[src/rtl/bit_serializer_pkg.sv]
// Shared types and constants for the parallel-to-serial frame generator.
package bit_serializer_pkg;

    localparam int BIT_SERIALIZER_DEFAULT_WIDTH = 32'sd8;

    typedef enum logic [0:0] {
        IDLE  = 1'b0,
        SHIFT = 1'b1
    } state_e;

endpackage

[src/rtl/bit_serializer.sv]
// Parallel word to serial bit-stream converter with ready/valid load handshake.
// Define BIT_SERIALIZER_LSB_FIRST_EN to emit load_data[0] first instead of the MSB.
module bit_serializer
    import bit_serializer_pkg::*;
#(
    parameter int WIDTH = BIT_SERIALIZER_DEFAULT_WIDTH
) (
    input  logic                     clk,
    input  logic                     reset,
    input  logic [WIDTH-1:0]         load_data,
    input  logic                     load_valid,
    output logic                     load_ready,
    output logic                     data_out,
    output logic                     out_valid,
    output logic                     frame_done,
    output logic [$clog2(WIDTH)-1:0] bit_idx
);

    localparam int IDX_W = $clog2(WIDTH);
    localparam logic [IDX_W-1:0] LAST_IDX = IDX_W'(WIDTH - 1);

    state_e           state_r;
    state_e           state_s;
    logic [WIDTH-1:0] shreg_r;
    logic [WIDTH-1:0] shreg_s;
    logic [IDX_W-1:0] bit_idx_r;
    logic [IDX_W-1:0] bit_idx_s;
    logic [IDX_W-1:0] bit_idx_inc_s;
    logic             data_out_r;
    logic             data_out_s;
    logic             out_valid_r;
    logic             out_valid_s;
    logic             frame_done_r;
    logic             frame_done_s;
    logic             load_ready_s;
    logic             accept_s;
    logic             head_load_s;
    logic [WIDTH-1:0] tail_load_s;
    logic             head_reg_s;
    logic [WIDTH-1:0] tail_reg_s;

    // The shift register holds only the bits still to be emitted after the one on data_out.
`ifdef BIT_SERIALIZER_LSB_FIRST_EN
    assign head_load_s = load_data[0];
    assign tail_load_s = load_data >> 1'b1;
    assign head_reg_s  = shreg_r[0];
    assign tail_reg_s  = shreg_r >> 1'b1;
`else
    assign head_load_s = load_data[WIDTH-1];
    assign tail_load_s = load_data << 1'b1;
    assign head_reg_s  = shreg_r[WIDTH-1];
    assign tail_reg_s  = shreg_r << 1'b1;
`endif

    assign bit_idx_inc_s = bit_idx_r + IDX_W'(1);

    // Ready in IDLE or on the last bit of a frame, never while reset is asserted.
    always_comb begin
        load_ready_s = 1'b0;
        if (!reset) begin
            load_ready_s = 1'b0;
        end else if (state_r == IDLE) begin
            load_ready_s = 1'b1;
        end else if (bit_idx_r == LAST_IDX) begin
            load_ready_s = 1'b1;
        end else begin
            load_ready_s = 1'b0;
        end
    end

    assign accept_s = load_valid & load_ready_s;

    // Next-state: load a new frame, continue shifting, or fall back to the idle filler.
    always_comb begin
        state_s      = IDLE;
        shreg_s      = '0;
        bit_idx_s    = '0;
        data_out_s   = 1'b0;
        out_valid_s  = 1'b0;
        frame_done_s = 1'b0;
        if (accept_s) begin
            state_s      = SHIFT;
            shreg_s      = tail_load_s;
            bit_idx_s    = '0;
            data_out_s   = head_load_s;
            out_valid_s  = 1'b1;
            frame_done_s = 1'b0;
        end else if ((state_r == SHIFT) && (bit_idx_r != LAST_IDX)) begin
            state_s      = SHIFT;
            shreg_s      = tail_reg_s;
            bit_idx_s    = bit_idx_inc_s;
            data_out_s   = head_reg_s;
            out_valid_s  = 1'b1;
            frame_done_s = (bit_idx_inc_s == LAST_IDX);
        end else begin
            state_s      = IDLE;
            shreg_s      = '0;
            bit_idx_s    = '0;
            data_out_s   = 1'b0;
            out_valid_s  = 1'b0;
            frame_done_s = 1'b0;
        end
    end

    // State and output registers with synchronous active-low reset.
    always_ff @(posedge clk) begin
        if (!reset) begin
            state_r      <= IDLE;
            shreg_r      <= '0;
            bit_idx_r    <= '0;
            data_out_r   <= 1'b0;
            out_valid_r  <= 1'b0;
            frame_done_r <= 1'b0;
        end else begin
            state_r      <= state_s;
            shreg_r      <= shreg_s;
            bit_idx_r    <= bit_idx_s;
            data_out_r   <= data_out_s;
            out_valid_r  <= out_valid_s;
            frame_done_r <= frame_done_s;
        end
    end

    assign load_ready = load_ready_s;
    assign data_out   = data_out_r;
    assign out_valid  = out_valid_r;
    assign frame_done = frame_done_r;
    assign bit_idx    = bit_idx_r;

endmodule

[config.mk]
export PLATFORM = sky130hd
export DESIGN_NAME = bit_serializer
export DESIGN_NICKNAME = d
export VERILOG_FILES = /design/src/rtl/bit_serializer_pkg.sv /design/src/rtl/bit_serializer.sv
export SDC_FILE = /design/constraint.sdc
export NUM_CORES = 1
export LEC_CHECK = 0
export CORE_AREA = 2 2 39 41
export DETAILED_ROUTE_END_ITERATION = 8
export DIE_AREA = 0 0 41 43
export MAX_ROUTING_LAYER = met4
export PLACE_DENSITY_LB_ADDON = 0.3
export SYNTH_ARGS = -nofsm -noshare
export SYNTH_HDL_FRONTEND = slang
export SYNTH_SLANG_ARGS = --single-unit
[constraint.sdc]
create_clock -name clk -period 3.67 [get_ports clk]
set_input_delay 0.734 -clock clk [delete_from_list [all_inputs] [get_ports clk]]
set_output_delay 0.734 -clock clk [all_outputs]
set_load 0.02 [all_outputs]
# After elaboration in Yosys (flattened, before gate mapping)
# Cells that the tools add are included.
[classes]
addsub = 1
eq_ne = 3
mux = 9
bitwise = 3
n_reduce_logical = 3
[ops]
columns = ["op", "count"]
rows = [
  ["two-way mux 8 bit", 2],
  ["two-way mux 1 bit", 7],
  ["equality test 3 bit (second input constant)", 2],
  ["adder 3 x 1 -> 3 bit (second input constant)", 1],
  ["inequality test 3 bit (second input constant)", 1],
  ["OR reduction 3 bit", 1],
  ["inverter 1 bit", 2],
  ["OR reduction 2 bit", 1],
  ["bitwise AND 1 bit", 1],
  ["logical AND 1 bit", 1],
]
[word_totals]
regBits = 14
input_bits = 11
output_inout_bits = 7
word_cells = 25

# Depth between registers and ports, before layout
# Gate-level depths: netlist of the first run.
[logic_depth]
depth_word = 6
mapped_depth = 6
depth_no_buf = 5

# Worst setup path after synthesis of the first run
# Ideal clock, no wire load.
[synth_path]
path_kind = "register to output"
start = "register bit_idx_r[0] (netlist: bit_idx[0])"
end = "output port load_ready"
t_arrival_ns = 1.220
required_ns = 2.936
path_slack_ns = 1.716
path_stages_with_launch = 6
path_buffers = 1
path_cell_list = "dfxtp_1 > ha_1 > ha_1 > nand2b_1 > buf_2 > and2_4"
[synth_via]
elab_chain_len = 4
[synth_lines]
columns = ["element", "line", "rtl"]
rows = [
  ["start: declaration", "bit_serializer.sv:26", "logic [IDX_W-1:0] bit_idx_r;"],
  ["start signal: assignment", "bit_serializer.sv:117", "bit_idx_r <= bit_idx_s;"],
  ["equality test 3 bit", "bit_serializer.sv:64", "end else if (bit_idx_r == LAST_IDX) begin"],
  ["two-way mux 1 bit", "bit_serializer.sv:64", ""],
  ["two-way mux 1 bit", "bit_serializer.sv:62", "end else if (state_r == IDLE) begin"],
  ["two-way mux 1 bit", "bit_serializer.sv:60", "if (!reset) begin"],
  ["end: declaration", "bit_serializer.sv:12", "output logic load_ready,"],
]
# No other way between the ends.

# Worst setup path after layout of the first run
[layout_path]
start = "input port reset"
end = "output port load_ready"
[layout_via]
elab_chain_len = 1
[layout_lines]
columns = ["element", "line", "rtl"]
rows = [
  ["start: declaration", "bit_serializer.sv:9", "input logic reset,"],
  ["two-way mux 1 bit", "bit_serializer.sv:60", ""],
]
# No other way between the ends.

==> results of run 1 <==
## how the worst max path moves through the flow
stage	slack, ns	end
2_1_floorplan	1.72	load_ready
3_3_place_gp	0.72	load_ready
3_5_place_dp	0.71	load_ready
4_1_cts	0.70	load_ready
5_1_grt	0.65	load_ready
6_report	0.71	load_ready
## per-layer routing
metal,vias up,routed length (µm)
li1,202,-
met1,169,412
met2,9,390
met3,2,46
met4,0,9
met5,-,0
## cells by family (layout without fill, tap and decap cells)
| logic type | count (synthesis) | after routing | share of synthesized area, % |
|---|---|---|---|
| AOI/OAI and AO/OA | 8 | 8 | 11.8 |
| adders and majority gates | 3 | 3 | 7.35 |
| buffers and inverters | 5 | 22 | 5.39 |
| DFF | 13 | 13 | 51.0 |
| and+or+nand+nor | 22 | 22 | 24.5 |
## state kept, by name, indices dropped and copies added, names as in the netlist
name and flops:
bit_idx 3, data_out 1, out_valid 1, frame_done 1, shreg_r 7
## through the flow
step | utilization [%] | total power [mW]
finish | 50.8 | 0.270
global route | 50.8 | 0.286
CTS | 50.8 | 0.273
global placement | 48.9 | 0.188
detailed placement | 48.9 | 0.188
floorplan | - | 0.172
## worst min-delay path: stages (launching register included)
cell and delay, ns:
dfxtp_1 0.30, nand2_1 0.05, a21boi_1 0.05
## final cells by class
| type | instances | area, µm² | share of cell area [%] |
|---|---|---|---|
| well taps | 16 | 20.0 | 2.85 |
| inverters | 1 | 3.75 | 0.534 |
| multi-input cells | 33 | 223 | 31.7 |
| clock buffers | 4 | 26.3 | 3.74 |
| flip-flops and latches | 13 | 260 | 37.0 |
| repair buffers | 17 | 170 | 24.2 |
## power groups by stage
| stage | registers, mW | logic (mW) | clock network, mW |
|---|---|---|---|
| 2_1_floorplan | 0.154 | 0.0174 | 0 |
| 3_3_place_gp | 0.152 | 0.0367 | 0 |
| 3_5_place_dp | 0.152 | 0.0366 | 0 |
| 4_1_cts | 0.148 | 0.0369 | 0.0878 |
| 5_1_grt | 0.149 | 0.0400 | 0.0971 |
| 6_report | 0.148 | 0.0364 | 0.0855 |
## placed cells by master (no fill, tap or decap)
cell type / instances
dfxtp_1: 13
clkdlybuf4s50_1: 17
nor3b_1: 1
nand2_1: 7
nand3_1: 7
clkbuf_1: 1
o21a_1: 1
and3_2: 1
nand2b_1: 1
and2b_1: 1
a21boi_1: 7
and3_4: 1
and2_4: 2
inv_1: 1
and3_1: 1
clkbuf_4: 3
ha_1: 3
## synth_stat cells (all sizes together)
| library cell | n |
|---|---|
| inv | 1 |
| nand2 | 7 |
| nand3 | 7 |
| clkbuf | 2 |
| o21a | 1 |
| a21boi | 7 |
| and3 | 3 |
| nor3b | 1 |
| nand2b | 1 |
| ha | 3 |
| and2b | 1 |
| and2 | 2 |
| dfxtp | 13 |
| buf | 2 |
==> results.md, run 1 <==
- FF-to-FF path depth: 5
- Die height: 43 µm
- Setup violations, final: 0
- NetSw: 0.0613 mW
- Area growth syn-to-layout: 37.7%
- Top cells by area, synth: dfxtp_1 (51%), a21boi_1 (10%), ha_1 (7.4%), nand3_1 (6.9%), nand2_1 (5.1%)
- Worst hold slack: 0.433 ns
- Setup bufs post-CTS: 0
- R2R Setup Slk: 2.17 ns
- GRT Residual Overflow: 0
- Fmax: 338 MHz
- Delay-heaviest family, CP: buffers and inverters
- TritonRoute pass-1 iters: 2
- GP Congestion: 0.679
- HP Class: flip-flop to flip-flop
- Avg WL per Cell: 10.2 µm
- Max Buffers Root-to-Sink: 2
- Post-layout nets: 83
- Mapped Cells: 51
- Max-slew violations: 0
- Die area: 1760 µm²
- Number of cells upsized or downsized after cts: 0
- GR Util met1: 16.1%
- Synth warnings: 0
- Hold_sp: shreg_r[1]
- Status: finished, final reports clean
- Total GRT Usage: 12.6%
- Fill count: 136
- Largest area contributor in the netlist: dfxtp_1
- Core ar.: 1380 µm²
- Synth Register Bits: 13
- RSZ-0062 raised after global routing: no
- Yosys top cell area share: 51.0%
- GR peak layer: met2
- Switching part of the total power: 22.7%
- Num rows: 14
- CP most frequent cell: clkdlybuf4s50_1
- First-pass GRT wire length: 1440 µm
- Setup ws final: 0.714 ns
- Measured slew at the worst slew-check pin: 0.351 ns
- CP peak stage delay: 0.68 ns
- Post-CTS Hold Buffers: 0
- Synth Cell Area: 510 µm²
- Clk Latency, worst-skew pair: 0.27 ns
- Drt drc: 0
- M3 GR Usage: 3.14%
- Max Cap Viol: 0
- Internal Power: 0.209 mW
- Setup crit end kind: output port
- Final Skew: 0.00281 ns
- Kind of critical path: input pin to output port
- Worst hold path stage count: 2
- Crit-path cells: clkdlybuf4s50_1 -> and2_4 -> clkdlybuf4s50_1
- Setup crit start: reset
- Vias/cell: 4.55
- Register share of total power: 54.9%
- Reg2Reg Launch Point: bit_idx[0]
- Pin count of the biggest net entering global routing: 13
- Share of layout cells above drive strength 1: 10.3%
- Placed cells: 80
- Number of clock sinks: 13
- Critical Path RT: 2.94 ns
- Total CTS buffers: 3
- Synth cell types: 17
- Clk pwr share: 31.6%
- Final HPWL DP: 589 µm
- CP bufs+invs: 2
- CP Depth: 3
- Min Tclk post-route: 2.96 ns
- Root buf cell: clkbuf_4
- CTS H-tree depth: 1
- Vias in the first global route: 356
- Initial antenna violation count: 0
- Seq/Total Area, Yosys: 51.0%
- PD cells: 384 nW/µm²
- TritonCTS clock tree: done
- CP max stage cell: clkdlybuf4s50_1
- # IOs: 18
- Tcrit/Tclk final: 80.5%
- Combinational power share: 13.5%
- Met2 usage: 17.2%
- Slew HR: 76.6%
- Post-route setup TNS: 0 ns
- Antenna diodes: 0
- Final WL: 859 µm
- Hold Path End: shreg_r[2]
- CP max FO: 12
- PortBufs: 17
- Area after DPL: 677 µm²
- VDD IR max: 0.000209 V
- Static Leakage: 0.283 nW
- Syn nets: 65
- DRT antenna net count: 0
- R2r endpoint: shreg_r[1]
- DR iter-0 viols: 4
- Via count: 382
- Initial Utilization: 36.9%
- Startpoint Class: input pin
- WP data arrival: 2.22 ns
- Syn_area_per_cell: 10.0 µm²
- Dpl ws: 0.713 ns
- Die extent in x: 41 µm
- Post-Layout Inst Area: 703 µm²
- Final Hold Fails: 0
- Clock Pin Slew Worst Setup and Hold Paths: 0.08 ns
- Cell Count, Final, Fillers Out: 84
Power figures use the tool's default switching activity.
==> run 2, diff against run 1 <==
Settings changed: CORE_AREA 2 2 39 41 to default, CORE_UTILIZATION from default to 37, DIE_AREA 0 0 41 43 to default.
Clock period 3.67 ns to 2.4 ns, I/O delays scaled along.
==> run 2 against run 1 <==
Compared with the run above:
- final area grew 2.3%
- sequential share of layout area down 0.84 points
- wire length rose by 14%
- clock skew is 0.0018 ns higher
- worst hold slack about the same
- sequential power grew 53%
- global-route usage grew 3.3 points
- register-to-register slack lost 1.3 ns
- total power is 56% higher
- cell count rose by 1.2%
- critical path depth rose by 2
- critical path type is now flip-flop to output port
- critical endpoint unchanged
==> results.md, run 2 (synthesis gave the netlist of run 1 again) <==
- Root buf cell: clkbuf_4 (unchanged)
- Critical Path RT: 1.92 ns (was 2.94 ns)
- Min Tclk post-route: 2.03 ns
- Max Buffers Root-to-Sink: 2 (unchanged)
- Post-layout nets: 85 (was 83)
- TritonCTS clock tree: done (unchanged)
- Kind of critical path: flip-flop to output port (was input pin to output port)
- Initial antenna violation count: 0 (unchanged)
- TritonRoute pass-1 iters: 2 (unchanged)
- Die area: 1530 µm² (was 1760 µm²)
- CP max stage cell: dfxtp_1 (was clkdlybuf4s50_1)
- Fmax: 493 MHz
- Status: finished, final reports clean (unchanged)
- RSZ-0062 raised after global routing: no (unchanged)
- Num rows: 13 (was 14)
- Core ar.: 1280 µm² (was 1380 µm²)
- Total CTS buffers: 3 (unchanged)
- CP peak stage delay: 0.33 ns (was 0.68 ns)
- # IOs: 18 (unchanged)
- Final Hold Fails: 0 (unchanged)
- PD cells: 587 nW/µm² (was 384 nW/µm²)
- Measured slew at the worst slew-check pin: 0.320 ns (was 0.351 ns)
- CP bufs+invs: 1 (was 2)
- Total GRT Usage: 16.0% (was 12.6%)
- GP Congestion: 0.633 (was 0.679)
- Fill count: 115 (was 136)
- VDD IR max: 0.000256 V (was 0.000209 V)
- Die height: 39.1 µm (was 43 µm)
- Clk Latency, worst-skew pair: 0.27 ns (about the same)
- First-pass GRT wire length: 1540 µm (was 1440 µm)
- Reg area: 260 µm² (unchanged)
- Final HPWL DP: 654 µm (was 589 µm)
- WP data arrival: 1.55 ns (was 2.22 ns)
- Drt drc: 0 (unchanged)
- Via count: 405 (was 382)
- Number of clock sinks: 13 (unchanged)
- Die extent in x: 39.1 µm (was 41 µm)
- Slew HR: 78.6% (was 76.6%)
- Pin count of the biggest net entering global routing: 12 (was 13)
- Static Leakage: 0.304 nW (was 0.283 nW)
- Setup ws final: 0.373 ns (was 0.714 ns)
- Clock Pin Slew Worst Setup and Hold Paths: 0.08 ns (about the same)
- PortBufs: 17 (unchanged)
- CP max FO: 3 (was 12)
- Avg WL per Cell: 11.6 µm (was 10.2 µm)
- Antenna diodes: 0 (unchanged)
- Multi-input logic area: 223 µm² (unchanged)
- Post-Layout Inst Area: 719 µm² (was 703 µm²)
- Vias in the first global route: 345 (was 356)
- Post-CTS Hold Buffers: 0 (unchanged)
- Dpl ws: 0.225 ns (was 0.713 ns)
- DRT antenna net count: 0 (unchanged)
- Most common cell after layout, fill and taps aside: clkdlybuf4s50_1 (unchanged)
- Final WL: 982 µm (was 859 µm)
- Initial Utilization: 39.7% (was 36.9%)
- DR iter-0 viols: 5 (was 4)
- CTS H-tree depth: 1 (unchanged)
- Area after DPL: 691 µm² (was 677 µm²)
- Cell Count, Final, Fillers Out: 85 (was 84)
- Overall Power: 0.422 mW (was 0.270 mW)
- Max reg flops: 7 (unchanged)
- Vias/cell: 4.76 (was 4.55)
- Biggest register: shreg_r (unchanged)
- Crit-path cells: ha_1 -> ha_1 -> nand2b_1 -> and2_4 -> dlymetal6s2s_1 (was clkdlybuf4s50_1 -> and2_4 -> clkdlybuf4s50_1)
- Max-slew violations: 0 (unchanged)
- Most used cells in the layout excluding fill and tap cells: clkdlybuf4s50_1 (16), dfxtp_1 (13), nand2_1 (7), nand3_1 (7), a21boi_1 (7) (was clkdlybuf4s50_1 (17), dfxtp_1 (13), nand2_1 (7), nand3_1 (7), a21boi_1 (7))
- HP Class: flip-flop to flip-flop (unchanged)
- GRT Residual Overflow: 0 (unchanged)
- Delay-heaviest family, CP: adder cells (was buffers and inverters)
- Placed cells: 81 (was 80)
- Setup crit end kind: output port (unchanged)
- Final Skew: 0.00465 ns (was 0.00281 ns)
- Tcrit/Tclk final: 84.5%
- Max Cap Viol: 0 (unchanged)
- Area growth syn-to-layout: 40.9% (was 37.7%)
- Startpoint Class: flip-flop (was input pin)
- Share of layout cells above drive strength 1: 12.9% (was 10.3%)
- CP most frequent cell: ha_1 (was clkdlybuf4s50_1)
- Post-route setup TNS: 0 ns (unchanged)
- Setup violations, final: 0 (unchanged)
run 2: cell types whose count changed in the layout (fill, tap and decap cells not counted):
cell and change:
buf_4 +2, clkdlybuf4s50_1 -1, dlymetal6s2s_1 +1
run 2: cell type report:
type | count | area share, %
Clock buffer | 4 | 3.65
Sequential cell | 13 | 36.2
Multi-Input combinational cell | 33 | 31.0
Tap cell | 15 | 2.61
Inverter | 1 | 0.522
Timing Repair Buffer | 19 | 26.1
run 2: power breakdown:
group	switching, mW	internal [mW]	leakage (nW)
Sequential	0.00317	0.224	0.106
Combinational	0.0253	0.0338	0.183
Clock	0.0716	0.0643	0.0150
run 2: worst reg2reg max path: cells and delay by family (launching register included):
family        cells  cell delay [ns]
fa+ha+maj         2             0.41
flops             1             0.33
simple gates      3             0.76
run 2: final timing paths:
path / slack (ns) / depth (start not counted) / start / to
worst max-delay path: 0.37 / 5 / bit_idx[0] / load_ready
worst min-delay path: 0.43 / 2 / shreg_r[3] / shreg_r[4]
worst max register to register: 0.87 / 5 / bit_idx[0] / frame_done
worst min register to register: 0.43 / 2 / shreg_r[3] / shreg_r[4]
run 2: repair_timing:
item / 4_1_cts / 5_1_grt
setup buffers: 0 / 0
endpoints found under the setup margin: 0 / 1
resized for setup: 0 / 1
run 2: metal layers:
metal	vias to the layer above	wire length [µm]	global-route usage (%)
met5	-	0	-
met4	0	0	7.76
met3	0	46	6.94
met2	12	468	22.1
met1	186	467	19.7
li1	207	-	-
run 2: per-stage QoR:
step	hold WS (ns)	utilization (%)
2_1_floorplan	0.416	-
3_3_place_gp	0.422	53.7
3_5_place_dp	0.425	53.7
4_1_cts	0.437	55.8
5_1_grt	0.448	56.0
6_report	0.433	56.0
